### src/rtl/warp_rr_scheduler_pkg.sv
// Shared definitions for the warp round-robin scheduler: instruction field
// layout and a small field-extraction helper.
package warp_rr_scheduler_pkg;

  // Instruction word layout: {opcode, target_reg, address_reg, array_id}
  localparam int OPCODE_W     = 4;
  localparam int REG_W        = 4;
  localparam int ARRAY_ID_W   = 2;
  localparam int INSTR_W      = OPCODE_W + 2 * REG_W + ARRAY_ID_W;

  localparam int ARRAY_ID_LSB = 0;
  localparam int ADDR_REG_LSB = ARRAY_ID_LSB + ARRAY_ID_W;
  localparam int TGT_REG_LSB  = ADDR_REG_LSB + REG_W;
  localparam int OPCODE_LSB   = TGT_REG_LSB + REG_W;

  typedef logic [INSTR_W-1:0] instr_t;

  // Pull the opcode field out of a packed instruction word
  function automatic logic [OPCODE_W-1:0] instr_opcode(input instr_t i_instr);
    return i_instr[OPCODE_LSB +: OPCODE_W];
  endfunction

endpackage

### src/rtl/warp_rr_scheduler_rr_arbiter.sv
// Round-robin arbiter: picks the first requester at or after the pointer,
// wrapping modulo N (N is a power of two, so WID-bit addition wraps).
module rr_arbiter #(
  parameter int N   = 4,
  parameter int WID = 2
) (
  input  logic [N-1:0]   i_req,
  input  logic [WID-1:0] i_rr_ptr,
  output logic [WID-1:0] o_grant,
  output logic           o_any
);

  logic [WID-1:0] w_idx;
  logic           w_found;

  // Scan requesters starting at the round-robin pointer; first hit wins
  always_comb begin
    o_grant = {WID{1'b0}};
    w_found = 1'b0;
    w_idx   = {WID{1'b0}};
    for (int i = 0; i < N; i++) begin
      w_idx = i_rr_ptr + WID'(i);
      if (!w_found && i_req[w_idx]) begin
        o_grant = w_idx;
        w_found = 1'b1;
      end else begin
        w_found = w_found;
      end
    end
    o_any = w_found;
  end

endmodule

### src/rtl/warp_rr_scheduler.sv
// Warp scheduler: per-warp PC, one-entry instruction buffer and busy
// scoreboard; round-robin issue of eligible warps to the LSU.
module warp_rr_scheduler
  import warp_rr_scheduler_pkg::*;
#(
  parameter int NUM_WARPS   = 4,
  parameter int NUM_THREADS = 32,
  parameter int PC_WIDTH    = 8,
  parameter int WID         = $clog2(NUM_WARPS)
) (
  input  logic                   clk,
  input  logic                   reset,
  input  logic                   start,
  input  logic [PC_WIDTH-1:0]    start_pc,
  input  logic [WID-1:0]         fetch_warp,
  output logic [PC_WIDTH-1:0]    fetch_pc,
  input  logic                   buf_wr_en,
  input  logic [WID-1:0]         buf_warp,
  input  logic [INSTR_W-1:0]     buf_instr,
  input  logic [NUM_THREADS-1:0] buf_mask,
  input  logic                   buf_halt,
  output logic [NUM_WARPS-1:0]   buf_full,
  output logic                   issue_valid,
  input  logic                   issue_ready,
  output logic [WID-1:0]         issue_warp,
  output logic [INSTR_W-1:0]     issue_instr,
  output logic [NUM_THREADS-1:0] issue_mask,
  output logic [PC_WIDTH-1:0]    issue_pc,
  input  logic                   clr_valid,
  input  logic [WID-1:0]         clr_warp,
  input  logic [NUM_THREADS-1:0] clr_mask,
  output logic                   all_done,
  output logic                   overflow
);

  logic [NUM_WARPS-1:0]   w_active;
  logic [NUM_WARPS-1:0]   w_buf_valid;
  logic [NUM_WARPS-1:0]   w_eligible;
  logic [NUM_WARPS-1:0]   w_busy_nz;
  logic [PC_WIDTH-1:0]    w_pc        [NUM_WARPS];
  instr_t                 w_buf_instr [NUM_WARPS];
  logic [NUM_THREADS-1:0] w_buf_mask  [NUM_WARPS];

  logic [WID-1:0]         r_rr_ptr;
  logic                   r_overflow;
  logic [WID-1:0]         w_grant;
  logic                   w_any;
  logic                   w_fire;
  logic                   w_ovf_set;

  rr_arbiter #(
    .N   (NUM_WARPS),
    .WID (WID)
  ) u_rr_arbiter (
    .i_req    (w_eligible),
    .i_rr_ptr (r_rr_ptr),
    .o_grant  (w_grant),
    .o_any    (w_any)
  );

  assign w_fire = w_any & issue_ready;

  genvar w;
  generate
    for (w = 0; w < NUM_WARPS; w++) begin : g_warp
      logic                   r_active;
      logic [PC_WIDTH-1:0]    r_pc;
      logic                   r_buf_valid;
      instr_t                 r_buf_instr;
      logic [NUM_THREADS-1:0] r_buf_mask;
      logic                   r_buf_halt;
      logic [NUM_THREADS-1:0] r_busy;
      logic                   w_sel_fire;
      logic                   w_sel_clr;
      logic                   w_wr_ok;
      logic [NUM_THREADS-1:0] w_busy_clr;
      logic [NUM_THREADS-1:0] w_busy_next;

      assign w_sel_fire  = w_fire && (w_grant == WID'(w));
      assign w_sel_clr   = clr_valid && (clr_warp == WID'(w));
      // A full buffer still accepts a write when it is being issued this cycle
      assign w_wr_ok     = buf_wr_en && (buf_warp == WID'(w)) && (!r_buf_valid || w_sel_fire);
      assign w_busy_clr  = r_busy & ~(w_sel_clr ? clr_mask : {NUM_THREADS{1'b0}});
      assign w_busy_next = w_busy_clr | (w_sel_fire ? r_buf_mask : {NUM_THREADS{1'b0}});

      // Per-warp state: launch, issue side effects, buffer fill and busy tracking
      always_ff @(posedge clk) begin
        if (reset) begin
          r_active    <= 1'b0;
          r_pc        <= {PC_WIDTH{1'b0}};
          r_buf_valid <= 1'b0;
          r_buf_instr <= {INSTR_W{1'b0}};
          r_buf_mask  <= {NUM_THREADS{1'b0}};
          r_buf_halt  <= 1'b0;
          r_busy      <= {NUM_THREADS{1'b0}};
        end else if (start) begin
          // Launch discards same-cycle issue/write but keeps in-flight busy bits
          r_active    <= 1'b1;
          r_pc        <= start_pc;
          r_buf_valid <= 1'b0;
          r_busy      <= w_busy_clr;
        end else begin
          r_busy <= w_busy_next;
          if (w_sel_fire) begin
            r_pc <= r_pc + PC_WIDTH'(1);
            if (r_buf_halt) begin
              r_active <= 1'b0;
            end else begin
              r_active <= r_active;
            end
          end else begin
            r_pc <= r_pc;
          end
          if (w_wr_ok) begin
            r_buf_valid <= 1'b1;
            r_buf_instr <= buf_instr;
            r_buf_mask  <= buf_mask;
            r_buf_halt  <= buf_halt;
          end else if (w_sel_fire) begin
            r_buf_valid <= 1'b0;
          end else begin
            r_buf_valid <= r_buf_valid;
          end
        end
      end

      assign w_active[w]    = r_active;
      assign w_buf_valid[w] = r_buf_valid;
      assign w_eligible[w]  = r_active & r_buf_valid & ~(|(r_buf_mask & r_busy));
      assign w_busy_nz[w]   = |r_busy;
      assign w_pc[w]        = r_pc;
      assign w_buf_instr[w] = r_buf_instr;
      assign w_buf_mask[w]  = r_buf_mask;
    end
  endgenerate

  // Write to a full buffer that is not being freed by this cycle's issue
  assign w_ovf_set = buf_wr_en & w_buf_valid[buf_warp] & ~(w_fire & (w_grant == buf_warp));

  // Round-robin pointer advances past the warp that just issued
  always_ff @(posedge clk) begin
    if (reset) begin
      r_rr_ptr <= {WID{1'b0}};
    end else if (start) begin
      r_rr_ptr <= r_rr_ptr;
    end else if (w_fire) begin
      r_rr_ptr <= w_grant + WID'(1);
    end else begin
      r_rr_ptr <= r_rr_ptr;
    end
  end

  // Sticky overflow flag, cleared by reset or launch
  always_ff @(posedge clk) begin
    if (reset) begin
      r_overflow <= 1'b0;
    end else if (start) begin
      r_overflow <= 1'b0;
    end else if (w_ovf_set) begin
      r_overflow <= 1'b1;
    end else begin
      r_overflow <= r_overflow;
    end
  end

  assign fetch_pc    = w_pc[fetch_warp];
  assign buf_full    = w_buf_valid;
  assign issue_valid = w_any;
  assign issue_warp  = w_grant;
  assign issue_instr = w_buf_instr[w_grant];
  assign issue_mask  = w_buf_mask[w_grant];
  assign issue_pc    = w_pc[w_grant];
  assign all_done    = ~(|w_active) & ~(|w_busy_nz);
  assign overflow    = r_overflow;

endmodule
### config.mk
export PLATFORM = sky130hd
export DESIGN_NAME = warp_rr_scheduler
export DESIGN_NICKNAME = d
export VERILOG_FILES = /design/src/rtl/warp_rr_scheduler_pkg.sv /design/src/rtl/warp_rr_scheduler_rr_arbiter.sv /design/src/rtl/warp_rr_scheduler.sv
export SDC_FILE = /design/constraint.sdc
export NUM_CORES = 1
export LEC_CHECK = 0
export CORE_MARGIN = 2
export CORE_UTILIZATION = 40
export CTS_CLUSTER_SIZE = 10
export DETAILED_ROUTE_END_ITERATION = 16
export PLACE_DENSITY = 0.72
export SLEW_MARGIN = 15
export SYNTH_ARGS = -nofsm -noshare
export SYNTH_HDL_FRONTEND = slang
export SYNTH_SLANG_ARGS = --single-unit
### constraint.sdc
create_clock -name clk -period 3.3 [get_ports clk]
set_clock_uncertainty 0.2 [all_clocks]
set_input_delay 0.66 -clock clk [delete_from_list [all_inputs] [get_ports clk]]
set_output_delay 0.66 -clock clk [all_outputs]
set_load 0.005 [all_outputs]
=== Word level (Yosys, flattened, before mapping) ===
Cells that the tools add are included.

* Reductions and logical operators: 61
* Bitwise operators: 39
* Eq/ne operators: 10
* Multiplexer cells: 70
* $lt $le $gt $ge: 7
* $add $sub $neg: 8

{| class="wikitable"
|+ Operator list
! kind !! count
|-
| 32-bit two-way mux || 14
|-
| 32-bit AND || 8
|-
| 32-bit inverter || 4
|-
| 32-bit bitwise OR || 4
|-
| 128-bit OR reduction || 1
|-
| 32-bit OR reduction || 4
|-
| 8-bit two-way mux || 12
|-
| 32-bit binary-select mux with 2-bit select || 1
|-
| 8-bit by 1-bit adder with 8-bit output, second input constant || 4
|-
| 8-bit binary-select mux with 2-bit select || 2
|-
| 1-bit two-way mux || 29
|-
| 14-bit binary-select mux with 2-bit select || 1
|-
| 14-bit two-way mux || 2
|-
| 2-bit nonzero test || 12
|-
| 1-bit logical AND || 19
|-
| 2-bit AND reduction || 9
|-
| 2-bit by 3-bit < comparator with 1-bit output, second input constant || 5
|-
| 1-bit AND || 13
|-
| 2-bit == test, second input constant || 6
|-
| 1-bit binary-select mux with 2-bit select || 5
|-
| 2-bit two-way mux || 4
|-
| 1-bit inverter || 8
|-
| 1-bit zero test || 7
|-
| 2-bit by 1-bit == test with 1-bit output, second input constant || 3
|-
| 9 further kinds || 18
|}

* Bits of input ports: 99
* Register bits: 359
* Word-level logic and storage cells: 225

=== Longest topological paths before layout ===
Gate-level depths: netlist (run 1).

* Depth after elaboration: 21
* Mapped depth: 15
* Gate-level depth less buffers: 13

=== Modules after synthesis ===
A second synthesis (run 1) with hierarchy kept.

* Cell total of the unflattened synthesis: 1,844
* Area total of the unflattened synthesis: 15,741.3 µm²

{| class="wikitable"
|+ Modules (own cells, without submodules)
! module !! area each (µm²) !! sequential area each (µm²) !! cells each !! times used
|-
| warp_rr_scheduler || 15,663.8 || 7,186.9 || 1,829 || 1
|-
| rr_arbiter || 77.6 || 0.0 || 15 || 1
|}

=== Worst setup path after synthesis (run 1) ===
No wires, ideal clock.

* Path kind: flip-flop to flip-flop
* Start point: reg g_warp[1].r_busy[0]
* End point: reg g_warp[3].r_buf_instr[10]
* Buffers on the path: 4
* Slack: -101 ps
* Arrival: 3,129 ps
* Cell stages (with the launch flop): 16
* Required time: 3,028 ps
* Cells stage by stage: dfxtp_1 -> a22o_1 -> a221oi_2 -> and4_1 -> and4_1 -> buf_4 -> o221ai_1 -> a22oi_1 -> and2_1 -> ha_1 -> clkbuf_1 -> nand2_4 -> a211oi_2 -> buf_4 -> buf_6 -> mux2i_1

* Word-level cells in the longest chain between the ends: 21

{| class="wikitable"
|+ RTL lines
! what !! line !! text
|-
| from (decl) || warp_rr_scheduler.sv:72 || <nowiki>logic [NUM_THREADS-1:0] r_busy;</nowiki>
|-
| from (signal assigned) || warp_rr_scheduler.sv:95 || <nowiki>r_busy <= {NUM_THREADS{1'b0}};</nowiki>
|-
| from (signal assigned) || warp_rr_scheduler.sv:101 || <nowiki>r_busy <= w_busy_clr;</nowiki>
|-
| from (signal assigned) || warp_rr_scheduler.sv:103 || <nowiki>r_busy <= w_busy_next;</nowiki>
|-
| 32-bit AND * || warp_rr_scheduler.sv:129 || <nowiki>assign w_eligible[w] = r_active & r_buf_valid & ~(|(r_buf_mask & r_busy));</nowiki>
|-
| 32-bit OR reduction * || warp_rr_scheduler.sv:129 ||
|-
| 1-bit inverter * || warp_rr_scheduler.sv:129 ||
|-
| 1-bit AND * || warp_rr_scheduler.sv:129 ||
|-
| 1-bit binary-select mux with 2-bit select || warp_rr_scheduler_rr_arbiter.sv:23 || <nowiki>if (!w_found && i_req[w_idx]) begin</nowiki>
|-
| 1-bit two-way mux (not written as such) || warp_rr_scheduler_rr_arbiter.sv:23 ||
|-
| 1-bit two-way mux || warp_rr_scheduler_rr_arbiter.sv:23 ||
|-
| 1-bit zero test || warp_rr_scheduler_rr_arbiter.sv:23 ||
|-
| [6 not listed] || -- ||
|-
| 1-bit logical AND || warp_rr_scheduler_rr_arbiter.sv:23 ||
|-
| 2-bit two-way mux * || warp_rr_scheduler_rr_arbiter.sv:23 ||
|-
| named net issue_warp[0] || warp_rr_scheduler.sv:25 || <nowiki>output logic [WID-1:0] issue_warp,</nowiki>
|-
| 2-bit == test * || warp_rr_scheduler.sv:79 || <nowiki>assign w_sel_fire = w_fire && (w_grant == WID'(w));</nowiki>
|-
| 1-bit logical AND * || warp_rr_scheduler.sv:79 ||
|-
| 1-bit logical OR * || warp_rr_scheduler.sv:82 || <nowiki>assign w_wr_ok = buf_wr_en && (buf_warp == WID'(w)) && (!r_buf_valid || w_sel_fire);</nowiki>
|-
| 1-bit logical AND * || warp_rr_scheduler.sv:82 ||
|-
| 2-bit AND reduction (no source line) * || -- ||
|-
| to (signal assigned) || warp_rr_scheduler.sv:92 || <nowiki>r_buf_instr <= {INSTR_W{1'b0}};</nowiki>
|-
| to (signal assigned) || warp_rr_scheduler.sv:116 || <nowiki>r_buf_instr <= buf_instr;</nowiki>
|-
| to (decl) || warp_rr_scheduler.sv:69 || <nowiki>instr_t r_buf_instr;</nowiki>
|}

Mark *: on every way through the listed nets, which the timed path passes. The rest lies on a longest branch. The select of a mux whose other input is x is not followed.
A chain may end at the register's enable or synchronous reset.

=== Final worst setup path (run 1) ===
* Start point: reg g_warp[0].r_buf_mask[31]
* End point: out issue_mask[31]

* Word-level cells in the longest chain between the ends: 20

{| class="wikitable"
|+ RTL lines
! what !! line !! text
|-
| from (decl) || warp_rr_scheduler.sv:70 || <nowiki>logic [NUM_THREADS-1:0] r_buf_mask;</nowiki>
|-
| from (signal assigned) || warp_rr_scheduler.sv:93 || <nowiki>r_buf_mask <= {NUM_THREADS{1'b0}};</nowiki>
|-
| from (signal assigned) || warp_rr_scheduler.sv:117 || <nowiki>r_buf_mask <= buf_mask;</nowiki>
|-
| 32-bit AND || warp_rr_scheduler.sv:129 ||
|-
| 32-bit OR reduction || warp_rr_scheduler.sv:129 ||
|-
| 1-bit inverter || warp_rr_scheduler.sv:129 ||
|-
| 1-bit AND || warp_rr_scheduler.sv:129 ||
|-
| 1-bit binary-select mux with 2-bit select || warp_rr_scheduler_rr_arbiter.sv:23 ||
|-
| 1-bit two-way mux (not written as such) || warp_rr_scheduler_rr_arbiter.sv:23 ||
|-
| 1-bit two-way mux || warp_rr_scheduler_rr_arbiter.sv:23 ||
|-
| 1-bit zero test || warp_rr_scheduler_rr_arbiter.sv:23 ||
|-
| [3 not listed] || -- ||
|-
| 1-bit logical AND || warp_rr_scheduler_rr_arbiter.sv:23 ||
|-
| 1-bit two-way mux || warp_rr_scheduler_rr_arbiter.sv:23 ||
|-
| 1-bit zero test || warp_rr_scheduler_rr_arbiter.sv:23 ||
|-
| 1-bit logical AND || warp_rr_scheduler_rr_arbiter.sv:23 ||
|-
| 2-bit two-way mux || warp_rr_scheduler_rr_arbiter.sv:23 ||
|-
| 2-bit inverter with 3-bit output (not written as such) || warp_rr_scheduler.sv:171 || <nowiki>assign issue_mask = w_buf_mask[w_grant];</nowiki>
|-
| 32-bit binary-select mux with 2-bit select * || warp_rr_scheduler.sv:171 ||
|-
| 32-bit two-way mux (not written as such) * (2 in series) || warp_rr_scheduler.sv:171 ||
|-
| to (decl) || warp_rr_scheduler.sv:27 || <nowiki>output logic [NUM_THREADS-1:0] issue_mask,</nowiki>
|}

Mark *: on every way between the ends. The rest lies on a longest branch, timed or not. The select of a mux whose other input is x is not followed.

==> results of run 1 <==
==> worst register-to-register path, cell delays in order (launching register included) <==
cell and delay, ns:
dfxtp_2 0.34, a22o_1 0.30, a221oi_2 0.21, buf_4 0.15, and4_4 0.25, nand4_1 0.26, a222oi_1 0.38, and3b_2 0.27
buf_6 0.14, ha_4 0.18, nand2_4 0.08, buf_6 0.13, a211o_4 0.37, buf_12 0.17, buf_12 0.15, mux2i_4 0.18
==> layer usage <==
layer	GRT usage, %	share of wire (%)	vias to the layer above
li1	-	-	8281
met1	45.0	38	9467
met2	54.0	43	1409
met3	7.89	12	423
met4	18.2	7.6	2
met5	0.625	0.030	-
==> cell families (layout without fill, tap and decap cells) <==
group / count (synthesis) / in the layout / synth area share (%)
flops: 359 / 359 / 39.9
mux: 363 / 363 / 20.8
simple gates: 774 / 774 / 21.9
buf+inv: 143 / 800 / 4.37
fa+ha+maj: 8 / 8 / 0.555
xor+xnor: 18 / 18 / 0.875
compound gates: 279 / 279 / 11.7
==> worst max path at each step <==
stage	start	endpoint	slack [ns]
floorplan	g_warp[1].r_busy[0]$_SDFF_PP0_	g_warp[3].r_buf_instr[10]$_SDFFE_PP0P_	0.03
global placement	g_warp[3].r_busy[10]$_SDFF_PP0_	issue_mask[10]	-0.85
detailed placement	g_warp[3].r_busy[10]$_SDFF_PP0_	issue_mask[10]	-0.88
CTS	g_warp[3].r_busy[22]$_SDFF_PP0_	issue_pc[6]	-1.02
global route	g_warp[0].r_buf_mask[31]$_SDFFE_PP0P_	issue_instr[6]	-1.10
finish	g_warp[0].r_buf_mask[31]$_SDFFE_PP0P_	issue_mask[31]	-1.06
==> area by class of cell <==
cell class / count / area [sq um]
Fill cell: 3440 / 16300
Clock inverter: 3 / 30.0
Multi-Input combinational cell: 1442 / 11600
Timing Repair Buffer: 725 / 7210
Inverter: 16 / 72.6
Clock buffer: 56 / 1210
Sequential cell: 359 / 7210
Tap cell: 592 / 741
==> power breakdown <==
part | total, W | internal (W) | switching [W]
combinational | 0.00121 | 0.000596 | 0.000610
sequential | 0.00451 | 0.00442 | 0.0000952
clock | 0.00445 | 0.00252 | 0.00192
total | 0.0102 | 0.00754 | 0.00263
==> what timing repair did <==
| item | CTS | global route |
|---|---|---|
| cloned | 16 | 21 |
| buffers inserted | 50 | 62 |
| setup endpoints to repair | 414 | 413 |
| resized for setup | 348 | 364 |
| pin swaps | 75 | 191 |
==> placed cells by master, fill, tap and decap left out, types with 22 or more instances in the layout <==
| cell type | synthesis | layout |
|---|---|---|
| buf_4 | 20 | 379 |
| dfxtp_1 | 359 | 344 |
| mux2i_1 | 354 | 319 |
| nand2b_1 | 236 | 236 |
| nand2_1 | 207 | 205 |
| nor2_1 | 150 | 143 |
| a22oi_2 | 0 | 137 |
| clkdlybuf4s50_1 | 0 | 110 |
| buf_6 | 21 | 81 |
| clkbuf_16 | 0 | 62 |
| nand4_1 | 56 | 56 |
| a22oi_1 | 188 | 51 |
| buf_12 | 0 | 51 |
| buf_2 | 15 | 42 |
| nor4_1 | 46 | 24 |
| mux2i_2 | 0 | 22 |
==> stage by stage <==
stage          hold WS [ns]  util (%)  instances  instance area, sq um
4_1_cts               0.276      59.0       3133                 26200
5_1_grt               0.284      63.3       3193                 28100
6_report              0.275      63.3       3193                 28100
3_5_place_dp          0.268      52.9       3017                 23400
2_1_floorplan         0.248         -       1944                 18000
3_3_place_gp          0.258      52.9       3017                 23400
==> state kept, by name, indices dropped and copies added, names as in the netlist, 2 cells and up <==
name	count
g_warp.r_buf_mask	128
g_warp.r_buf_halt	4
g_warp.r_pc	32
g_warp.r_buf_instr	56
r_rr_ptr	2
g_warp.r_busy	128
g_warp.r_buf_valid	4
g_warp.r_active	4
==> results_dict.tcl, run 1 <==
set metrics [dict create \
    crit_family "buffers and inverters" \
    syn_area_sq_um 18000 \
    io_buffers 169 \
    crit_buf_inv 6 \
    coreArea_sq_um 44300 \
    root_buffer "clkbuf_16" \
    fin_crit_ns 4.36 \
    start_util_pct 40.7 \
    clk_latency_ns 0.59 \
    clkSinkCount 359 \
    p_per_area_nw_per_um2 362 \
    grt.total_usage_pct 34.8 \
    cts_buffers 43 \
    min_from "g_warp[3].r_buf_instr[6]$_SDFFE_PP0P_" \
    cap_violations 0 \
    cp.arrival_ns 3.50 \
    timing.rr.end "g_warp[3].r_buf_mask[7]$_SDFFE_PP0P_" \
    startpoint_type "flip-flop" \
    drtAntennaViolNets 0 \
    crit_path_top_delay_cell "dfxtp_1" \
    slowest_delay_ns 0.39 \
    dr.pass1.iters 6 \
    dieArea_sq_um 46800 \
    synth_cell_type_count 50 \
    power_w 0.0102 \
    tns_ns -192.27 \
    synthCells 1944 \
    place_congestion 1.11 \
    route.detailed.drc 0 \
    wire_per_inst_um 28.5 \
    ys.warnings.count 0 \
    max_freq_ghz 0.229 \
    slew_headroom_pct 57.7 \
    dp_hpwl_um 58900 \
    synthFlopType "dfxtp_1" \
    end_kind "output pin" \
    synth_edf_count 0 \
    synth_area_leaders "dfxtp_1 40%, mux2i_1 20%, nand2b_1 8.2%" \
    irDropWorstVdd_mv 0.350 \
    die_w_um 216 \
    detail_route.iter0.violations 2709 \
    antennaDiodeCount 0 \
    hold-path-endpoint "g_warp[3].r_buf_instr[6]$_SDFFE_PP0P_" \
    areaGrowthSynthToFinish_pct 55.7 \
    outcome "complete, but fails checks" \
    clockBufferDepth 3 \
    rsz0062_at_grt "yes" \
    ff2ff_setup_slack_ns -0.60 \
    setup_viol 410 \
    violations "setup timing" \
    tightest_slew_ns 0.633 \
    r2r_start "g_warp[2].r_busy[9]$_SDFF_PP0_" \
    tritoncts "yes" \
    nNetsFinal 2694 \
    hold_depth 2 \
    slew_viol_final 0 \
    grt_pass1_vias 18709 \
    synth_commonest_cells "359 x dfxtp_1, 354 x mux2i_1, 236 x nand2b_1" \
    via_per_inst 6.13 \
    synth-seq-cells 359 \
    synth_nets 2051 \
    post-place-ws_ns -0.883 \
    worstPathMaxFanout 6 \
    worst-endpoint-required_ns 2.44 \
    hold_viol_final 0 \
    ctsHoldBuffers 0 \
    grt_pass1_wl_um 121000 \
    grt_max_degree 81 \
    synth_top_area_share_pct 39.9 \
    clkTransAtPathRegs_ns 0.06 \
    rows 77 \
    routed_wl_um 91000 \
    crit_cells 14 \
    reg2reg_depth 15 \
    synth-async-reset-ratio_pct 0 \
    vias 19582 \
    crit_chain "a22oi_1, nand4_1, nor4_2, buf_4, nand4_1, a311oi_2, nor3_2, buf_6, buf_12, buf_4, buf_8, mux2i_2, mux2i_1, buf_2" \
    hp-class "reg2reg" \
    grt_overflow 0 \
    htreeDepth 2 \
    fin_crit_sh_pct 132 \
    finalWorstSetupSlack_ns -1.06 \
    synth.most_common_cell "dfxtp_1" \
    antenna_found_initial 1 \
    ioPinCount 170 \
    critPathKind "reg2out" \
    leakage_nw 11.4 \
    layout-drive-gt1-share_pct 36.8 \
    syn_avg_cell_area_sq_um 9.27 \
    yosysSeqAreaShare_pct 39.9 \
    synth_area_leader_cell "dfxtp_1" \
    die_y_um 216 \
]
Power figures use the tool's default switching activity.
==> run 2, diff against run 1 <==
--- a/config.mk
+++ b/config.mk
@@ -9,6 +9,7 @@
 export CORE_UTILIZATION = 40
 export CTS_CLUSTER_SIZE = 10
 export DETAILED_ROUTE_END_ITERATION = 16
+export GPL_TIMING_DRIVEN = 0
 export PLACE_DENSITY = 0.72
 export SLEW_MARGIN = 15
 export SYNTH_ARGS = -nofsm -noshare
==> run 2 against run 1 <==
- the flow still finishes with violations (setup timing)
- clock-buffer cell count down 2
- sequential cell count is the same
- final cell count down 8.2%
- global-route usage down 0.82 points
- sequential share of layout area increased by 2.9 points
- die area unchanged
- worst hold slack better by 0.0049 ns
- critical path type unchanged
- highest routed layer is now met4
- register-to-register slack improved by 0.14 ns
==> results_dict.tcl, run 2 (same netlist as run 1, synthesis figures left out) <==
set metrics [dict create \
    tightest_slew_ns 1.06 \
    dr.pass1.iters 8 \
    io_buffers 165 \
    clkSinkCount 359 \
    coreArea_sq_um 44300 \
    layout-drive-gt1-share_pct 25.5 \
    clk_latency_ns 0.57 \
    min_from "g_warp[0].r_buf_instr[4]$_SDFFE_PP0P_" \
    r2r_start "g_warp[2].r_buf_mask[13]$_SDFFE_PP0P_" \
    wire_per_inst_um 28.3 \
    fin_crit_ns 4.46 \
    antennaDiodeCount 0 \
    critPathKind "reg2out" \
    layout_commonest_cell "mux2i_1" \
    final_cell_mix "339 x mux2i_1, 325 x dfxtp_1, 236 x nand2b_1" \
    end_kind "output pin" \
    p_per_area_nw_per_um2 391 \
    route.detailed.drc 0 \
    finish.utilization_pct 57.4 \
    via_per_inst 6.18 \
    max_freq_ghz 0.224 \
    grt_max_degree 11 \
    crit_start "g_warp[3].r_buf_mask[22]$_SDFFE_PP0P_" \
    outcome "complete, but fails checks" \
    hp-class "reg2reg" \
    dp_hpwl_um 57900 \
    grt_overflow 0 \
    start_util_pct 40.7 \
    routed_wl_um 82900 \
    cp.arrival_ns 3.60 \
    htreeDepth 2 \
    fin_crit_sh_pct 135 \
    post-place-ws_ns -1.69 \
    grt_pass1_wl_um 118000 \
    violations "setup timing" \
    slew_viol_final 0 \
    ctsHoldBuffers 0 \
    irDropWorstVdd_mv 0.297 \
    nNetsFinal 2435 \
    tritoncts "yes" \
    rsz0062_at_grt "yes" \
    vias 18104 \
    finalWorstSetupSlack_ns -1.16 \
    grt_pass1_vias 17791 \
    drtAntennaViolNets 0 \
    clockBufferDepth 3 \
    slew_headroom_pct 29.1 \
    grt.total_usage_pct 33.9 \
    ioPinCount 170 \
    worst-endpoint-required_ns 2.44 \
    setup_viol 401 \
    areaGrowthSynthToFinish_pct 41.1 \
    cap_violations 0 \
    dieArea_sq_um 46800 \
    hold_ws_ns 0.280 \
    leakage_nw 9.66 \
    place_congestion 1.09 \
    detail_route.iter0.violations 2021 \
    startpoint_type "flip-flop" \
    hold_viol_final 0 \
    die_w_um 216 \
    cts_buffers 42 \
    worstPathMaxFanout 8 \
    rows 77 \
    n_fill_cell 3738 \
    root_buffer "clkbuf_16" \
    reg.largest.list "g_warp.r_buf_mask: 128 flops, g_warp.r_busy: 128 flops, g_warp.r_buf_instr: 56 flops" \
    die_y_um 216 \
    antenna_found_initial 1 \
    clkTransAtPathRegs_ns 0.05 \
]
[run 2: changes by cell type in the layout (fill, tap and decap cells not counted), sizes merged]
cell,before,now
inv,17,16
clkbuf,87,137
clkinv,2,0
buf,584,277
clkdlybuf4s50,110,107
[run 2: path summary, 6_finish.rpt]
check	end	depth (start not counted)	slack (ns)
min reg2reg	g_warp[0].r_buf_instr[4]$_SDFFE_PP0P_	2	0.28
max reg2reg	g_warp[3].r_buf_mask[19]$_SDFFE_PP0P_	17	-0.46
min	g_warp[0].r_buf_instr[4]$_SDFFE_PP0P_	2	0.28
max	issue_mask[28]	14	-1.16
[run 2: report_power, final]
part,switching (W),internal [W],total (W)
logic,0.000561,0.000540,0.00110
registers,0.000143,0.00441,0.00455
clock network,0.00184,0.00246,0.00430
[run 2: cell type report]
type / instances / area [sq um] / area share (%)
plain buffers: 113 / 1000 / 3.94
clock buffers: 54 / 1180 / 4.64
inverters: 16 / 70.1 / 0.275
multi-input cells: 1442 / 11300 / 44.3
flip-flops and latches: 359 / 7270 / 28.6
well taps: 592 / 741 / 2.91
repair buffers: 354 / 3910 / 15.4
[run 2: worst max-delay path, cell delays in order (launching register included)]
cell	delay (ns)
dfxtp_4	0.34
a22oi_2	0.23
buf_6	0.16
nand4_1	0.09
or4_4	0.44
nor4_4	0.28
a311oi_1	0.09
nor3_1	0.26
buf_4	0.21
buf_12	0.16
buf_12	0.14
buf_12	0.13
mux2i_1	0.07
mux2i_1	0.24
buf_2	0.17
[run 2: what timing repair did]
item                                    in CTS  in global routing
buffers inserted                           120                 56
resized for setup                          601                186
cloned                                      24                 10
endpoints found under the setup margin     414                410
pin swaps                                  111                120
endpoints found under the hold margin        0                  0
[run 2: per-layer routing]
| metal | vias to the layer above | GRT usage [%] | routed length [um] |
|---|---|---|---|
| met5 | - | 0 | 0 |
| met4 | 0 | 17.0 | 5370 |
| met3 | 305 | 6.85 | 8360 |
| met2 | 1103 | 53.6 | 36700 |
| met1 | 8952 | 44.1 | 32500 |
| li1 | 7744 | - | - |
[run 2: metrics by stage]
stage,TNS (ns),power (W),std cells,instance area [sq um]
3_3_place_gp,-363.38,0.00549,2701,20400
4_1_cts,-114.48,0.00987,2895,24600
6_report,-149.59,0.00995,2930,25400
2_1_floorplan,0,0.00504,1944,18000
5_1_grt,-186.29,0.0102,2930,25400
3_5_place_dp,-331.25,0.00551,2702,20400
